`src/rtl/block_acc_scheduler.sv`:
```
// block_acc_scheduler
//   Sequences the 2x2 FP32 block accumulator for one output block of a tiled
//   matmul. Each job clears the accumulator and then issues K accumulate ops,
//   one per block product taken from the multiplier stage. When all K sums have
//   landed, it raises a result handshake.
//
// Parameters
//   KW          width of job_k / k_count (K = 0 .. 2^KW-1)
//   CLR_CYCLES  cycles waited after acc_reset drops before the first acc_start (>=2)
//   TIMEOUT     max cycles spent waiting for acc_done before abort (>=1)
//
// Optional feature (compile-time macro ACC_TIMEOUT_EN)
//   Defined:   a watchdog aborts a hung accumulate, pulses acc_reset and sets res_err.
//   Undefined: the block waits indefinitely for acc_done, and res_err is tied low.
//
// Ports
//   clk, reset_n          clock (rising edge), asynchronous active-low reset
//   job_start, job_k      job request with product count; sampled only when idle
//   job_busy              high whenever a job is in progress or a result is pending
//   prod_valid/prod_ready upstream product handshake; ready is a one-cycle consume pulse
//   acc_start             one-cycle start pulse to the accumulator
//   acc_reset             level clear to the accumulator (high during reset)
//   acc_done              accumulator done level; may stay high for several cycles
//   k_count               number of products accumulated in the current job
//   res_valid/res_ack     result handshake; res_valid is held until res_ack
//   res_err               job aborted by timeout, valid while res_valid
module block_acc_scheduler #(
  parameter int unsigned KW         = 8,
  parameter int unsigned CLR_CYCLES = 2,
  parameter int unsigned TIMEOUT    = 255
) (
  input  logic          clk,
  input  logic          reset_n,
  input  logic          job_start,
  input  logic [KW-1:0] job_k,
  output logic          job_busy,
  input  logic          prod_valid,
  output logic          prod_ready,
  output logic          acc_start,
  output logic          acc_reset,
  input  logic          acc_done,
  output logic [KW-1:0] k_count,
  output logic          res_valid,
  input  logic          res_ack,
  output logic          res_err
);

  typedef enum logic [2:0] {
    S_IDLE,
    S_CLEAR,
    S_WAIT_PROD,
    S_WAIT_ACC,
    S_DRAIN,
    S_RESULT
  } state_t;

  localparam int unsigned CLR_W = $clog2(CLR_CYCLES + 1);

  state_t          state, state_nx;
  logic [KW-1:0]   k_target, k_target_nx;
  logic [KW-1:0]   k_cnt, k_cnt_nx;
  logic [CLR_W-1:0] clr_cnt, clr_cnt_nx;
  logic            acc_reset_q, acc_reset_nx;
  logic            acc_start_q, acc_start_nx;
  logic            prod_ready_q, prod_ready_nx;
  logic            done_q;
  logic            done_rise;
  logic            timeout_hit;

  // A held acc_done must count exactly once, so only its rising edge is used.
  assign done_rise = acc_done & ~done_q;

`ifdef ACC_TIMEOUT_EN
  localparam int unsigned TO_W = $clog2(TIMEOUT + 1);

  logic [TO_W-1:0] to_cnt, to_cnt_nx;
  logic            res_err_q, res_err_nx;

  // to_cnt counts cycles already spent in S_WAIT_ACC; the abort is taken on the
  // TIMEOUT-th cycle without an acc_done edge.
  assign timeout_hit = (state == S_WAIT_ACC) && !done_rise &&
                       (to_cnt == TO_W'(TIMEOUT - 1));

  always_comb begin
    to_cnt_nx  = '0;
    res_err_nx = res_err_q;
    if (state == S_WAIT_ACC && !done_rise) begin
      to_cnt_nx = to_cnt + 1'b1;
    end
    if (state == S_IDLE && job_start) begin
      res_err_nx = 1'b0;
    end else if (timeout_hit) begin
      res_err_nx = 1'b1;
    end
  end

  always_ff @(posedge clk or negedge reset_n) begin
    if (!reset_n) begin
      to_cnt    <= '0;
      res_err_q <= 1'b0;
    end else begin
      to_cnt    <= to_cnt_nx;
      res_err_q <= res_err_nx;
    end
  end

  assign res_err = res_err_q;
`else
  logic unused_timeout;

  assign timeout_hit    = 1'b0;
  assign res_err        = 1'b0;
  assign unused_timeout = (TIMEOUT != 0);
`endif

  always_comb begin
    state_nx      = state;
    k_target_nx   = k_target;
    k_cnt_nx      = k_cnt;
    clr_cnt_nx    = clr_cnt;
    acc_reset_nx  = 1'b0;
    acc_start_nx  = 1'b0;
    prod_ready_nx = 1'b0;

    unique case (state)
      S_IDLE: begin
        if (job_start) begin
          k_target_nx  = job_k;
          k_cnt_nx     = '0;
          clr_cnt_nx   = '0;
          acc_reset_nx = 1'b1;
          state_nx     = S_CLEAR;
        end
      end

      // First S_CLEAR cycle carries acc_reset=1; CLR_CYCLES quiet cycles follow.
      S_CLEAR: begin
        if (clr_cnt == CLR_W'(CLR_CYCLES)) begin
          state_nx = (k_target == '0) ? S_RESULT : S_WAIT_PROD;
        end else begin
          clr_cnt_nx = clr_cnt + 1'b1;
        end
      end

      // The accumulator restarts on a start seen while done is still high,
      // so a start is only issued once done has dropped.
      S_WAIT_PROD: begin
        if (prod_valid && !acc_done) begin
          acc_start_nx = 1'b1;
          state_nx     = S_WAIT_ACC;
        end
      end

      S_WAIT_ACC: begin
        if (done_rise) begin
          prod_ready_nx = 1'b1;
          k_cnt_nx      = k_cnt + 1'b1;
          state_nx      = S_DRAIN;
        end else if (timeout_hit) begin
          acc_reset_nx = 1'b1;
          state_nx     = S_RESULT;
        end
      end

      // k_count is never incremented past k_target, so the exact compare
      // cannot wrap even for K = 2^KW-1.
      S_DRAIN: begin
        if (!acc_done) begin
          state_nx = (k_cnt == k_target) ? S_RESULT : S_WAIT_PROD;
        end
      end

      S_RESULT: begin
        if (res_ack) begin
          state_nx = S_IDLE;
        end
      end

      default: state_nx = S_IDLE;
    endcase
  end

  always_ff @(posedge clk or negedge reset_n) begin
    if (!reset_n) begin
      state        <= S_IDLE;
      k_target     <= '0;
      k_cnt        <= '0;
      clr_cnt      <= '0;
      acc_reset_q  <= 1'b1;
      acc_start_q  <= 1'b0;
      prod_ready_q <= 1'b0;
      done_q       <= 1'b0;
    end else begin
      state        <= state_nx;
      k_target     <= k_target_nx;
      k_cnt        <= k_cnt_nx;
      clr_cnt      <= clr_cnt_nx;
      acc_reset_q  <= acc_reset_nx;
      acc_start_q  <= acc_start_nx;
      prod_ready_q <= prod_ready_nx;
      done_q       <= acc_done;
    end
  end

  assign job_busy   = (state != S_IDLE);
  assign res_valid  = (state == S_RESULT);
  assign acc_reset  = acc_reset_q;
  assign acc_start  = acc_start_q;
  assign prod_ready = prod_ready_q;
  assign k_count    = k_cnt;

endmodule

```
`config.mk`:
```
export PLATFORM = sky130hd
export DESIGN_NAME = block_acc_scheduler
export DESIGN_NICKNAME = d
export VERILOG_FILES = /design/src/rtl/block_acc_scheduler.sv
export SDC_FILE = /design/constraint.sdc
export NUM_CORES = 1
export LEC_CHECK = 0
export CORE_ASPECT_RATIO = 1.75
export CORE_MARGIN = 1.5
export CORE_UTILIZATION = 27
export CTS_BUF_LIST = sky130_fd_sc_hd__clkbuf_4
export DETAILED_ROUTE_END_ITERATION = 12
export PLACE_DENSITY = 0.52
export SETUP_SLACK_MARGIN = 0.05
export SKIP_CTS_REPAIR_TIMING = 1
export SLEW_MARGIN = 20
export SYNTH_ARGS = -nofsm -noshare
export SYNTH_HDL_FRONTEND = slang
export SYNTH_SLANG_ARGS = --single-unit
```
`constraint.sdc`:
```
create_clock -name clk -period 1.6 [get_ports clk]
set_input_delay 0.32 -clock clk [delete_from_list [all_inputs] [get_ports clk]]
set_output_delay 0.32 -clock clk [all_outputs]
set_load 0.05 [all_outputs]
```
==> summary.md <==
| Metric | Value |
|---|---|
| Number of port buffers | `26` |
| Die X | `55.5 um` |
| Net Switching | `0.00125 W` |
| Clock Skew | `about 0.0095 ns` |
| Routed wire length | `3.41 mm` |
| Placer Congestion | `0.844` |
| Nets | `199` |
| Finished Layout Cells | `234` |
| Vias in the first global route | `1188` |
| Arr. time, crit path | `1.54 ns` |
| Failing checks | `negative setup slack` |
| Cell area after synthesis | `about 0.0013 mm^2` |
| Clock sink count | `25` |
| Slew Limit Fails | `0` |
| Syn Area/Cell | `10.9 um^2` |
| Pre-CTS setup slack | `-0.473 ns` |
| Sequential area share after synthesis | `0.481` |
| Clock power share | `0.091` |
| Placed Instance Area | `0.00196 mm^2` |
| Total I/O pin count | `28` |
| Worst-Skew Late Latency | `roughly 0.31 ns` |
| Share of cells above drive strength 1 | `0.434` |
| TritonRoute pass-1 iters | `4` |
| Via count | `1108` |
| Achievable Freq | `around 540 MHz` |
| # H-tree levels | `1` |
| Multi-input gate area | `687 um^2` |
| Status | `complete, but fails checks` |
| Worst Setup Path Type | `reg -> out` |
| Final worst path period share | `1.16` |
| Vias per cell | `4.74` |
| Tot Pwr | `0.00327 W` |
| Initial Util | `0.279` |
| Dpl hpwl | `2.72 mm` |
| Crit. End Element | `output port` |
| Die ar. | `0.00527 mm^2` |
| CTS clk-pin slew, worst paths | `roughly 0.14 ns` |
| Initial antenna violation count | `0` |
| Placed Cells | `between 200 and 250` |
| Synth Instances | `120` |
| Final core occ | `0.445` |
| Crit Reg-Reg Startpoint | `state[1]` |
| CP required | `about 1.3 ns` |
| Drt initial violations | `34` |
| Final setup violation count | `19` |
| Worst r2r path cells | `6` |
| All-Layer GR Usage | `0.136` |
| Internal power | `0.00202 W` |
| Logic pwr share | `0.599` |
| Minimum clock period | `1.86 ns` |
| # fillers | `462` |
| Maximum number of pins on one net before global-route repair | `26` |
| Leakage | `0.945 nW` |
| Most common cell after layout, fill and taps aside | `buf_4` |
| Worst vdd ir | `approximately 0.73 mV` |
| Synth Warn # | `0` |
| Post-synthesis cell type count | `37` |
| Hold/Removal Path Class | `in -> async` |
| RSZ-0062 raised after global routing | `true` |
| Root buffer cell | `clkbuf_4` |
| Most frequent cells in the layout | `buf_4, dfrtp_1, xor2_1, clkdlybuf4s50_1` |
| FF-to-FF setup slack | `-0.25 ns` |
| Post-route cell area | `0.00208 mm^2` |
| Post-DR wirelength/cell | `14.6 um` |
| Switching share of total power | `0.382` |
| Max clock buf depth | `2` |
| Row cnt | `33` |
| Synthesized flop and latch total | `25` |
| Worst Slack Setup Final | `-0.258 ns` |
| Final ANT Viol Nets | `0` |
| Die Span Y | `94.9 um` |
| Final hold viol count | `0` |
| Worst reg2reg endpoint | `state[0]` |
| Pwr dens | `roughly 1600 mW/mm^2` |
| Share of power burned in registers | `0.310` |
| Remaining DRCs | `0` |
| GR Overflow Total | `0` |
| Core area | `0.00467 mm^2` |
| First-pass GRT wire length | `between 5 and 6 mm` |
| TritonCTS buffer count | `3` |
| Setup crit start kind | `register` |
| Asr flop ratio synth | `1.00` |
| Post-synth top flop | `dfrtp_1` |
| Area Growth Syn to Fin | `59.4%` |
| EDFF count, synth | `0` |
| Diode count | `0` |
| CTS tree | `yes` |
| FF+latch area | `629 um^2` |
| Worst Path Max Fanout | `7` |
| Max Cap Viol | `0` |
| Syn Nets | `136` |
==> flip-flops by register name, indices dropped and copies added, names as in the netlist <==
register / count
acc_reset: 1
acc_start: 1
clr_cnt: 2
done_q: 1
k_count: 8
k_target: 8
prod_ready: 1
state: 3
==> how the worst max path moves through the flow <==
stage / start / to / slack [ns] / cells after the start
5_1_grt: state[1] / job_busy / -0.31 / 4
4_1_cts: state[1] / job_busy / -0.39 / 4
3_5_place_dp: acc_done / state[1] / -0.47 / 8
6_report: state[1] / job_busy / -0.26 / 4
2_1_floorplan: state[0] / k_target[6] / -0.17 / 5
3_3_place_gp: acc_done / state[1] / -0.46 / 8
==> final cells by class <==
class,instances,share of cell area
inverters,4,0.00723
well taps,52,0.0313
clock buffers,4,0.0145
flip-flops and latches,25,0.303
repair buffers,62,0.313
multi-input cells,87,0.331
==> power groups by stage <==
stage / clock [W] / combinational (W) / sequential [W]
after floorplan: 0 / 0.000793 / 0.00117
after global placement: 0 / 0.00176 / 0.00101
after detailed placement: 0 / 0.00180 / 0.00102
after CTS: 0.000319 / 0.00180 / 0.00100
after global routing: 0.000344 / 0.00210 / 0.00104
final: 0.000297 / 0.00196 / 0.00101
==> critical path, stage by stage, from the launching register on <==
cell     delay (ns)
dfrtp_2        0.48
buf_6          0.13
or3_4          0.34
buf_6          0.13
buf_8          0.14
==> layer usage <==
metal,part of all wire,global-route usage
met1,0.38,0.144
met2,0.58,0.269
met3,0.024,0.0192
met4,0.011,0.0427
met5,0,0
==> synth_stat cells (all sizes together), types with 2 or more instances <==
cell,number,area share
or3,2,0.0096
nand3,2,0.012
nand2,5,0.014
nand3b,3,0.017
nor4,3,0.014
nand4,3,0.014
nor2,12,0.040
ha,2,0.019
nand2b,3,0.014
or4,5,0.029
a211o,2,0.014
and2,2,0.0096
inv,4,0.012
buf,4,0.023
a21oi,4,0.024
and3,2,0.0096
o21ai,4,0.015
xor2,13,0.087
mux2,8,0.069
dfrtp,24,0.46
==> per-stage QoR <==
step	hold slack, ns	TNS (ns)
final	0.361	-2.16
after global placement	0.530	-5.08
after global routing	0.371	-3.44
after detailed placement	0.544	-5.33
after CTS	0.354	-3.63
after floorplan	0.0244	-0.975
==> logic make-up after synthesis <==
group / Yosys count / share of synthesized area
XOR/XNOR: 14 / 0.0941
other: 1 / 0.00288
adder cells (fa/ha/maj): 2 / 0.0192
buffers and inverters: 8 / 0.0346
AND/OR/NAND/NOR: 48 / 0.222
AO/OA/AOI/OAI: 14 / 0.0769
multiplexers: 8 / 0.0692
flip-flops: 25 / 0.481
Power figures use the tool's default switching activity.
